$ cat src/rtl/output_display_controller.sv
// Bus value to 4-digit multiplexed seven-segment display via iterative double-dabble.
// Optional macro OUTREG_LEADING_ZERO_BLANK_EN blanks leading zeros in hundreds/tens.
module output_display_controller #(
  parameter int unsigned REFRESH_DIV = 50000
) (
  input  logic       clk,
  input  logic       clear_n,
  input  logic [7:0] bus,
  input  logic       input_en,
  input  logic       signed_mode,
  output logic [6:0] display,
  output logic [3:0] anode,
  output logic       busy,
  output logic       done
);

  localparam int unsigned PW = $clog2(REFRESH_DIV);

  typedef enum logic [1:0] {IDLE, SHIFT, COMMIT} state_t;

  state_t        state, state_nx;
  logic [19:0]   sr, sr_adj;
  logic [3:0]    cnt;
  logic          sign_pend;
  logic [3:0]    dig_ones, dig_tens, dig_hund;
  logic          sign_reg;
  logic [PW-1:0] presc;
  logic [1:0]    idx;
  logic [7:0]    mag;
  logic          hund_blank, tens_blank;

  function automatic logic [6:0] seg7(input logic [3:0] n);
    case (n)
      4'd0:    seg7 = 7'b1111110;
      4'd1:    seg7 = 7'b0110000;
      4'd2:    seg7 = 7'b1101101;
      4'd3:    seg7 = 7'b1111001;
      4'd4:    seg7 = 7'b0110011;
      4'd5:    seg7 = 7'b1011011;
      4'd6:    seg7 = 7'b1011111;
      4'd7:    seg7 = 7'b1110000;
      4'd8:    seg7 = 7'b1111111;
      4'd9:    seg7 = 7'b1111011;
      default: seg7 = 7'b0000000;
    endcase
  endfunction

  assign mag = (signed_mode && bus[7]) ? (~bus + 8'd1) : bus;

  always_comb begin
    sr_adj = sr;
    for (int unsigned i = 0; i < 3; i++) begin
      if (sr[8 + 4*i +: 4] > 4'd4)
        sr_adj[8 + 4*i +: 4] = sr[8 + 4*i +: 4] + 4'd3;
    end
  end

  // A load overrides every other transition, including a pending COMMIT.
  always_comb begin
    state_nx = state;
    case (state)
      IDLE:    state_nx = IDLE;
      SHIFT:   if (cnt == 4'd7) state_nx = COMMIT;
      COMMIT:  state_nx = IDLE;
      default: state_nx = IDLE;
    endcase
    if (input_en) state_nx = SHIFT;
  end

  always_ff @(posedge clk) begin
    if (!clear_n) state <= IDLE;
    else          state <= state_nx;
  end

  always_ff @(posedge clk) begin
    if (!clear_n) begin
      sr        <= '0;
      cnt       <= '0;
      sign_pend <= 1'b0;
      dig_ones  <= '0;
      dig_tens  <= '0;
      dig_hund  <= '0;
      sign_reg  <= 1'b0;
      done      <= 1'b0;
    end else begin
      done <= 1'b0;
      if (input_en) begin
        sr        <= {12'h000, mag};
        cnt       <= '0;
        sign_pend <= signed_mode & bus[7];
      end else begin
        case (state)
          SHIFT: begin
            sr  <= sr_adj << 1;
            cnt <= cnt + 4'd1;
          end
          COMMIT: begin
            dig_ones <= sr[11:8];
            dig_tens <= sr[15:12];
            dig_hund <= sr[19:16];
            sign_reg <= sign_pend;
            done     <= 1'b1;
          end
          default: ;
        endcase
      end
    end
  end

  always_ff @(posedge clk) begin
    if (!clear_n) begin
      presc <= '0;
      idx   <= '0;
    end else if (presc == PW'(REFRESH_DIV - 1)) begin
      presc <= '0;
      idx   <= idx + 2'd1;
    end else begin
      presc <= presc + PW'(1);
    end
  end

`ifdef OUTREG_LEADING_ZERO_BLANK_EN
  assign hund_blank = (dig_hund == 4'd0);
  assign tens_blank = (dig_hund == 4'd0) && (dig_tens == 4'd0);
`else
  assign hund_blank = 1'b0;
  assign tens_blank = 1'b0;
`endif

  assign busy  = (state != IDLE);
  assign anode = ~(4'b0001 << idx);

  always_comb begin
    display = 7'b0000000;
    case (idx)
      2'd0: display = seg7(dig_ones);
      2'd1: display = tens_blank ? 7'b0000000 : seg7(dig_tens);
      2'd2: display = hund_blank ? 7'b0000000 : seg7(dig_hund);
      2'd3: display = sign_reg ? 7'b0000001 : 7'b0000000;
      default: display = 7'b0000000;
    endcase
  end

endmodule
$ cat config.mk
export PLATFORM = sky130hd
export DESIGN_NAME = output_display_controller
export DESIGN_NICKNAME = d
export VERILOG_FILES = /design/src/rtl/output_display_controller.sv
export SDC_FILE = /design/constraint.sdc
export NUM_CORES = 1
export LEC_CHECK = 0
export CORE_MARGIN = 10
export CORE_UTILIZATION = 40
export CTS_CLUSTER_DIAMETER = 40
export CTS_CLUSTER_SIZE = 12
export DETAILED_ROUTE_END_ITERATION = 10
export GPL_TIMING_DRIVEN = 0
export HOLD_SLACK_MARGIN = 0.02
export SLEW_MARGIN = 30
export SYNTH_ARGS = -nofsm -noshare
export SYNTH_HDL_FRONTEND = slang
export SYNTH_SLANG_ARGS = --single-unit
export TNS_END_PERCENT = 100
$ cat constraint.sdc
create_clock -name clk -period 2.1 [get_ports clk]
set_clock_uncertainty 0.1 [all_clocks]
set_input_delay 0.315 -clock clk [delete_from_list [all_inputs] [get_ports clk]]
set_output_delay 0.315 -clock clk [all_outputs]
set_load 0.01 [all_outputs]
==> results.txt, run 1 <==
----------------------------------------------------
[Routing]
  Ratio of routed vias to standard cells ... 5.14
  Number of detailed-route iterations in the first pass ... 5
  Violation count after the first detailed-routing iteration ... 127
  Routed wire length ... 8950 µm
  Via count ... 3,364
  Count of unresolved DRC violations after routing ... 0
  Mean routed wirelength per cell ... 13.7 µm
  Antenna-violating nets left ... 0

[Timing]
  Highest clock rate ... 496 MHz
  Clock period minus worst slack ... 2.02 ns
  Final Hold Vio Count ... 0
  Slew @ Worst Pin ... 0.579 ns
  Final worst slack ... 0.0823 ns
  Count of pins over their slew limit ... 0
  Tcrit/Tclk final ... 0.961
  Slew headroom ... 0.614
  Setup violators final ... 0
  Tightest hold margin ... 0.315 ns

[Die]
  Vertical extent of the die ... 121 µm
  Boundary Pins ... 25
  Horizontal die dimension ... 121 µm
  Total Die Area ... 14,600 µm²
  Initial standard-cell utilization of the core ... 0.414
  Core outline area ... 9860 µm²
  Row count ... 36

[Yosys]
  Post-synthesis mux area share ... 0.0558
  Fraction of the mapped netlist area in simple logic gates ... 0.185
  Yosys cell types ... 52
  Number of warning messages in the yosys log ... 0
  Proportion of register bits with asynchronous set or reset after synthesis ... 0
  Number of flops mapped to enable cells by yosys ... 0
  Flip-flop and latch count after synthesis ... 80
  Most common flop cell mapped by yosys ... dfxtp_1
  Ranking of synthesized cells by area ... dfxtp_1 39%, ha_1 9.8%, nand2_1 4.5%
  Share of synthesized area occupied by flip-flops and latches ... 0.393
  Fraction of post-synthesis cell area in the top cell type by area ... 0.393
  Avg Cell Area, Syn ... 8.66 µm²
  Number of standard cells after synthesis ... 471
  Synthesized-area fraction occupied by xor and xnor cells ... 0.0429
  Synth Area in Compound Gates ... 0.172
  Cell Area, Synth ... 4080 µm²
  Number of nets in the synthesized netlist ... 515
  Cell taking the most area after synthesis ... dfxtp_1
  Adder and majority cell fraction of the synthesized area ... 0.0981
  Main combinational cell family by area after synthesis ... simple AND/OR/NAND/NOR gates

[Setup path]
  Cell Chain, Critical Path ... nor3b_4 -> buf_6 -> buf_8 -> mux2i_4 -> nor2_2 -> inv_1 -> ha_1 -> o31a_1
  Worst Setup Start Kind ... register
  Category of the most critical setup path ... register to register
  CP endpoint kind ... register
  Arrival time reported for the critical path endpoint ... 2.16 ns
  Critical path required time ... 2.24 ns
  Maximum net fanout on the critical path ... 10
  Number of buffers and inverters on the critical path ... 3
  Maximum single-stage delay on the critical path ... 0.35 ns
  Family of cells with the greatest summed delay on the critical path ... buffers and inverters
  Cell with the biggest individual delay on the critical path ... dfxtp_2

[Layout]
  Number of diodes ... 0
  Register area ... 1610 µm²
  Area of the multi-input gates ... 2390 µm²
  Synth-to-Final Area Change ... 21.1%
  Share of the core filled with cells ... 0.501
  Post-Layout Inst Area ... 4940 µm²
  Filler Cells Inserted ... 933
  Net total in the final layout ... 560
  Fraction of final layout cells with drive strength greater than 1 ... 0.157

[Clock network]
  Clock Sink Count ... 80
  Clock tree root buffer cell ... clkbuf_8
  Maximum count of clock buffers along a single path ... 2
  Number of buffers inserted during clock tree synthesis ... 9
  CTS tree ... yes
  Number of H-tree levels ... 3
  Clk pin slew, worst setup/hold paths ... 0.08 ns
  Later-pin clock latency in the skew report ... 0.35 ns

[Power]
  Final Total Pwr ... 0.00297 W
  Maximum vdd ir drop ... 0.430 mV
  Power density over cell area ... 602 nW/µm²
  Leakage power figure ... 1.90 nW

[Job]
  Count of maximum capacitance violations ... 0

[Global route]
  Pin count of the biggest net entering global routing ... 14
  Gr ovfl total ... 0
  Global-route wire length before repair ... 15,400 µm
  Number of antenna violations at the first check in global routing ... 0
  Vias in the first global route ... 3,266
  Overall global routing resource usage ... 0.126

[Min path]
  Hold crit path type ... register to register

[Placement]
  Port-buffer cells ... 24
  Detailed Place HPWL ... 6380 µm
  Gpl congestion ... 0.814
  Setup slack at placement ... -1.06 ns
  Cell Area, Placed ... 4490 µm²

[Status]
  Status ... completed

----------------------------------------------------
[cell usage after synthesis, drive strengths merged, types with 3 or more instances]
library cell,number
nor2b,7
a22oi,7
xnor2,10
mux2i,11
dfxtp,80
nand2b,4
nor3,8
a21oi,21
o21ai,35
buf,12
a211oi,11
nand2,49
o21a,5
a21boi,3
nand4,6
nor2,38
and3,3
or3,5
nand3,17
xor2,10
and4,3
o211ai,8
clkbuf,12
mux2,9
ha,32
o31a,3
and2,6
inv,29
o311ai,6
[final cells by class]
type | count | area share
repair buffers | 36 | 0.0631
flip-flops and latches | 80 | 0.326
clock inverters | 5 | 0.0162
multi-input cells | 337 | 0.484
plain buffers | 22 | 0.0251
well taps | 133 | 0.0337
clock buffers | 11 | 0.0286
inverters | 30 | 0.0230
[stage by stage]
stage | TNS [ns] | instances
after floorplan | 0 | 471
after global placement | -21.76 | 628
after detailed placement | -23.80 | 628
after CTS | 0 | 651
after global routing | -0.00185 | 654
final | 0 | 654
[timing repair]
action	CTS	global route
hold buffers	0	0
setup endpoints to repair	40	28
setup buffers	9	3
pin swaps	4	1
gates resized for setup	51	33
hold endpoints to repair	0	0
[worst paths after layout]
check        startpoint       end  slack [ns]  depth (start not counted)
min reg2reg      cnt[3]  state[1]        0.32                          1
max reg2reg    state[0]  register        0.08                          8
max            state[0]  register        0.08                          8
min              cnt[3]  state[1]        0.32                          1
[layout by cell type (no fill, tap or decap), types with 4 or more instances in the layout]
| master | count |
|---|---|
| ha_4 | 4 |
| o21a_1 | 5 |
| or3_1 | 5 |
| o21ai_0 | 27 |
| a211oi_1 | 11 |
| o21ai_1 | 5 |
| nand4_1 | 6 |
| o311ai_0 | 4 |
| clkbuf_1 | 10 |
| inv_2 | 6 |
| dfxtp_1 | 76 |
| buf_1 | 4 |
| nor3_1 | 8 |
| nor2_1 | 36 |
| ha_1 | 28 |
| buf_2 | 5 |
| o211ai_1 | 8 |
| nand2_1 | 49 |
| clkdlybuf4s50_1 | 15 |
| and2_1 | 6 |
| buf_4 | 12 |
| nand3_1 | 16 |
| a22oi_1 | 7 |
| xor2_1 | 10 |
| a21oi_1 | 21 |
| nor2b_1 | 7 |
| xnor2_1 | 10 |
| clkbuf_8 | 10 |
| clkbuf_2 | 4 |
| mux2i_1 | 8 |
| mux2_2 | 6 |
| inv_1 | 23 |
[kinds of logic (layout without fill, tap and decap cells)]
| family | count (synthesis) | after routing |
|---|---|---|
| buf+inv | 54 | 104 |
| simple gates | 156 | 156 |
| compound gates | 109 | 109 |
| flops | 80 | 80 |
| xor+xnor | 20 | 20 |
| mux | 20 | 20 |
| fa+ha+maj | 32 | 32 |
[where the power goes]
group	internal, W	switching [W]	leakage [nW]	total [W]
logic	0.0000695	0.0000962	1.14	0.000166
clock network	0.000700	0.000559	0.106	0.00126
registers	0.00153	0.0000152	0.650	0.00155
[metal layers]
metal  track usage  share of wire  wire, µm
met4        0.0377          0.012       103
met5             0              0         0
met3        0.0344          0.040       359
met1         0.163           0.51      4540
met2         0.199           0.44      3950
(Power assumes the default switching activity.)
==> inputs of run 2 (changes only) <==
--- a/config.mk
+++ b/config.mk
@@ -5,6 +5,7 @@
 export SDC_FILE = /design/constraint.sdc
 export NUM_CORES = 1
 export LEC_CHECK = 0
+export CORE_ASPECT_RATIO = 0.8
 export CORE_MARGIN = 10
 export CORE_UTILIZATION = 40
 export CTS_CLUSTER_DIAMETER = 40
==> run 2 against run 1 <==
- clock power rose by 21%
- core utilization up 0.92 points
- cell area is 1.3% higher
- fmax decreased by 0.79%
- sequential power about the same
- non-clock buffer count decreased by 1
- hold slack improved by 0.0037 ns
- combinational power hardly changed
- die area rose by 0.18%
- sequential share of layout area fell by 0.43 points
- critical path type unchanged
- largest power group unchanged
==> results.txt, run 2 (synthesis results as in run 1) <==
----------------------------------------------------
[Status]
  Status ... completed

[Setup path]
  Slack of the worst reg-to-reg path ... 0.07 ns
  Maximum net fanout on the critical path ... 8
  Category of the most critical setup path ... register to register
  Arrival time reported for the critical path endpoint ... 2.17 ns
  Worst Setup Start Kind ... register
  CP endpoint kind ... register
  Critical path required time ... 2.23 ns

[Power]
  Power density over cell area ... 649 nW/µm²
  Cell internal pwr ... 0.00252 W
  Switch share ... 0.223
  Sequential fraction of design power ... 0.478
  Power share of the combinational group ... 0.052
  Part of the power in the clock network ... 0.470
  Switching power total ... 0.000725 W
  Leakage power figure ... 1.93 nW
  Maximum vdd ir drop ... 0.399 mV

[Timing]
  Final Hold Vio Count ... 0
  Tightest hold margin ... 0.319 ns
  Slew @ Worst Pin ... 0.607 ns
  Count of pins over their slew limit ... 0
  Highest clock rate ... 492 MHz
  Setup violators final ... 0
  RSZ-0062 raised after global routing ... no
  Slew headroom ... 0.595
  Tcrit/Tclk final ... 0.968
  Sum of negative setup slack ... 0 ns
  Clock period minus worst slack ... 2.03 ns

[Clock network]
  Later-pin clock latency in the skew report ... 0.34 ns
  CTS Hold Buffers Added ... 0
  Clk pin slew, worst setup/hold paths ... 0.06 ns
  CTS tree ... yes
  Maximum count of clock buffers along a single path ... 2
  Number of buffers inserted during clock tree synthesis ... 9
  Clock Sink Count ... 80
  Number of H-tree levels ... 3
  Clock tree root buffer cell ... clkbuf_16

[Die]
  Horizontal die dimension ... 133 µm
  Vertical extent of the die ... 110 µm
  Row count ... 32
  Boundary Pins ... 25
  Core outline area ... 9810 µm²
  Total Die Area ... 14,700 µm²
  Initial standard-cell utilization of the core ... 0.416

[Job]
  Count of maximum capacitance violations ... 0

[Global route]
  Pin count of the biggest net entering global routing ... 13
  Gr ovfl total ... 0
  Global-route wire length before repair ... 15,700 µm
  Overall global routing resource usage ... 0.131
  Vias in the first global route ... 3,231
  Number of antenna violations at the first check in global routing ... 0

[Placement]
  Placed instance count ... 631
  Gpl congestion ... 0.857
  Detailed Place HPWL ... 6530 µm
  Port-buffer cells ... 24

[Layout]
  Register area ... 1610 µm²
  Most common library cell in the layout ignoring fill and taps ... dfxtp_1
  Area of the multi-input gates ... 2390 µm²
  Number of diodes ... 0
  Most frequent cells in the layout ... 77 x dfxtp_1, 49 x nand2_1, 36 x nor2_1
  Number of standard cells in the final layout excluding fillers ... 656
  Filler Cells Inserted ... 913
  Synth-to-Final Area Change ... 22.6%
  Net total in the final layout ... 559
  Fraction of final layout cells with drive strength greater than 1 ... 0.138

[Routing]
  Via count ... 3,377
  Routed wire length ... 9270 µm
  Ratio of routed vias to standard cells ... 5.15
  Count of unresolved DRC violations after routing ... 0
  Antenna-violating nets left ... 0
  Number of detailed-route iterations in the first pass ... 4
  Mean routed wirelength per cell ... 14.1 µm
  Violation count after the first detailed-routing iteration ... 128

[Min path]
  Hold crit path type ... register to register

----------------------------------------------------
[run 2: cell count changes in the layout (fill, tap and decap cells not counted), sizes merged]
cell           before  now
dlygate4sd2         2    5
clkbuf             26   25
buf                25   22
bufinv              2    1
clkinvlp            2    0
clkinv              2    4
clkdlybuf4s15       1    2
[run 2: metal layers]
| layer | up-vias | routed length [µm] | global-route usage |
|---|---|---|---|
| li1 | 1740 | - | - |
| met1 | 1569 | 4860 | 0.174 |
| met2 | 58 | 3900 | 0.199 |
| met3 | 10 | 387 | 0.0362 |
| met4 | 0 | 129 | 0.0478 |
| met5 | - | 0 | 0 |
[run 2: final cells by class]
type,count,area share
multi-input cells,337,0.478
plain buffers,22,0.0238
clock inverters,4,0.00900
flip-flops and latches,80,0.322
well taps,136,0.0340
clock buffers,12,0.0473
inverters,30,0.0235
repair buffers,35,0.0628
[run 2: stage by stage]
step | area (µm²) | total power (W) | setup WS [ns] | utilization
floorplan | 4080 | 0.00169 | 0.0240 | -
global placement | 4490 | 0.00175 | -0.974 | 0.458
detailed placement | 4490 | 0.00175 | -0.957 | 0.458
CTS | 4950 | 0.00328 | 0.00138 | 0.504
global route | 5000 | 0.00336 | 0.00451 | 0.510
finish | 5000 | 0.00325 | 0.0663 | 0.510
[run 2: path summary, 6_finish.rpt]
check             startpoint  depth (start not counted)        to
setup / recovery    state[0]                          8  register
hold / removal        cnt[3]                          1  state[1]
setup reg to reg    state[0]                          8  register
hold reg to reg       cnt[3]                          1  state[1]
[run 2: worst max-delay path: stages (launching register included)]
cell,delay (ns)
dfxtp_1,0.34
nor3b_4,0.20
buf_6,0.14
buf_6,0.13
buf_6,0.13
mux2_4,0.19
inv_2,0.08
or4_1,0.50
o311ai_2,0.11
[run 2: power by group through the flow]
stage / registers [W] / logic, W / clock network [W]
2_1_floorplan: 0.00158 / 0.000103 / 0
3_3_place_gp: 0.00159 / 0.000164 / 0
3_5_place_dp: 0.00159 / 0.000166 / 0
4_1_cts: 0.00155 / 0.000169 / 0.00156
5_1_grt: 0.00155 / 0.000192 / 0.00161
6_report: 0.00155 / 0.000169 / 0.00153
[run 2: timing repair]
action	in CTS	in global routing
setup endpoints to repair	40	31
pin swaps	4	1
buffers inserted	9	2
resized for setup	52	18
==> inputs of run 3 (changes only) <==
==> constraint.sdc (replaced) <==
create_clock -name clk -period 1.7 [get_ports clk]
set_clock_uncertainty 0.1 [all_clocks]
set_input_delay 0.255 -clock clk [delete_from_list [all_inputs] [get_ports clk]]
set_output_delay 0.255 -clock clk [all_outputs]
set_load 0.01 [all_outputs]
==> run 3 against run 2 <==
- the flow now finishes with violations (negative setup slack)
- flip-flop and latch count unchanged
- die area did not move
- count of clock-buffer cells in the layout is 2 lower
- setup slack got worse by 0.26 ns
- critical path depth did not move
- routed wire length up 13%
- cell area rose by 15%
- global-route usage rose by 1.1 points
- sequential power increased by 24%
- first-iteration DRC count up 38%
- largest cell class unchanged
==> results.txt, run 3 (synthesis results as in run 1) <==
----------------------------------------------------
[Layout]
  Number of standard cells in the final layout excluding fillers ... 691
  Number of diodes ... 0
  Filler Cells Inserted ... 854
  Fraction of final layout cells with drive strength greater than 1 ... 0.321
  Net total in the final layout ... 594
  Synth-to-Final Area Change ... 40.5%
  Most common library cell in the layout ignoring fill and taps ... dfxtp_1
  Most frequent cells in the layout ... 70 x dfxtp_1, 44 x nand2_1, 36 x buf_4

[Clock network]
  Maximum count of clock buffers along a single path ... 2
  Clock tree root buffer cell ... clkbuf_16
  Number of H-tree levels ... 3
  Clock Sink Count ... 80
  Later-pin clock latency in the skew report ... 0.33 ns
  Number of buffers inserted during clock tree synthesis ... 9
  CTS Hold Buffers Added ... 0
  CTS tree ... yes
  Clk pin slew, worst setup/hold paths ... 0.06 ns

[Die]
  Total Die Area ... 14,700 µm²
  Core outline area ... 9810 µm²
  Vertical extent of the die ... 110 µm
  Row count ... 32
  Initial standard-cell utilization of the core ... 0.416
  Horizontal die dimension ... 133 µm
  Boundary Pins ... 25

[Timing]
  RSZ-0062 raised after global routing ... yes
  Clock period minus worst slack ... 1.90 ns
  Slew headroom ... 0.592
  Slew @ Worst Pin ... 0.612 ns
  Tcrit/Tclk final ... 1.11
  Setup violators final ... 27
  Final Hold Vio Count ... 0
  Final worst slack ... -0.195 ns
  Highest clock rate ... 528 MHz
  Count of pins over their slew limit ... 0

[Min path]
  Hold crit path type ... register to register

[Routing]
  Count of unresolved DRC violations after routing ... 0
  Ratio of routed vias to standard cells ... 5.19
  Violation count after the first detailed-routing iteration ... 176
  Mean routed wirelength per cell ... 15.2 µm
  Antenna-violating nets left ... 0
  Number of detailed-route iterations in the first pass ... 6
  Via count ... 3,585
  Routed wire length ... 10,500 µm

[Global route]
  Number of antenna violations at the first check in global routing ... 0
  Vias in the first global route ... 3,515
  Pin count of the biggest net entering global routing ... 15
  Global-route wire length before repair ... 17,100 µm
  Gr ovfl total ... 0
  Overall global routing resource usage ... 0.142

[Setup path]
  Worst Setup Start Kind ... register
  CP endpoint kind ... register
  Category of the most critical setup path ... register to register
  Critical path required time ... 1.82 ns
  Arrival time reported for the critical path endpoint ... 2.02 ns
  Maximum net fanout on the critical path ... 8

[Power]
  Leakage power figure ... 2.19 nW
  Final Total Pwr ... 0.00425 W
  Maximum vdd ir drop ... 0.403 mV
  Power density over cell area ... 742 nW/µm²

[Job]
  Count of maximum capacitance violations ... 0

[Placement]
  Detailed Place HPWL ... 6730 µm
  Placed instance count ... 631
  Port-buffer cells ... 24
  Gpl congestion ... 0.807

[Status]
  Status ... finished, violations left
  Violated checks ... negative setup slack

----------------------------------------------------
==> run 3: changes by cell type in the layout (fill, tap and decap cells not counted), moves of 7 or more <==
cell	change
dfxtp_2	+7
ha_4	+9
o21ai_1	+8
buf_4	+25
dfxtp_1	-7
o21ai_0	-12
buf_6	+8
ha_1	-13
buf_2	+8
==> run 3: final timing paths <==
kind | start | endpoint | slack [ns] | cells past startpoint
setup / recovery | state[0] | register | -0.20 | 8
hold / removal | cnt[3] | state[1] | 0.33 | 1
hold reg to reg | cnt[3] | state[1] | 0.33 | 1
setup reg to reg | state[0] | register | -0.20 | 8
==> run 3: stage by stage <==
step / setup TNS (ns) / setup slack [ns] / hold slack, ns / area [µm²] / utilization
after CTS: -4.11 / -0.220 / 0.345 / 5510 / 0.562
after detailed placement: -54.61 / -1.36 / 0.332 / 4570 / 0.466
after global placement: -53.38 / -1.32 / 0.320 / 4570 / 0.466
final: -3.81 / -0.195 / 0.335 / 5730 / 0.584
after global routing: -6.07 / -0.279 / 0.357 / 5730 / 0.584
after floorplan: -1.79 / -0.193 / 0.292 / 4160 / -
==> run 3: what timing repair did <==
action / 4_1_cts / 5_1_grt
pin swaps: 19 / 20
endpoints found under the setup margin: 84 / 46
gates resized for setup: 153 / 35
buffers inserted: 35 / 11
gates cloned: 0 / 1
==> run 3: where the power goes <==
part	switching [W]	total, W	leakage (nW)	internal, W
logic	0.000127	0.000218	1.38	0.0000908
clock network	0.000785	0.00212	0.155	0.00133
registers	0.0000186	0.00192	0.653	0.00190
total	0.000931	0.00425	2.19	0.00332
==> run 3: critical path: stages (launching register included) <==
cell     delay [ns]
dfxtp_2        0.33
nor3b_2        0.17
buf_6          0.19
buf_12         0.16
mux2i_4        0.26
nor2_4         0.06
inv_4          0.08
ha_4           0.19
o31a_1         0.23
==> run 3: metal layers <==
metal  up-vias  GRT usage  wire [µm]
li1       1809          -          -
met1      1707      0.185       5190
met2        61      0.229       4810
met3         8     0.0357        390
met4         0     0.0439         96
met5         -          0          0
==> run 3: area by class of cell <==
class | instances | area (µm²) | area share
Sequential cell | 80 | 1620 | 0.282
Clock buffer | 10 | 239 | 0.0417
Inverter | 30 | 126 | 0.0220
Buffer | 21 | 153 | 0.0266
Timing Repair Buffer | 71 | 633 | 0.110
Clock inverter | 6 | 92.6 | 0.0162
Multi-Input combinational cell | 337 | 2700 | 0.471
Tap cell | 136 | 170 | 0.0297
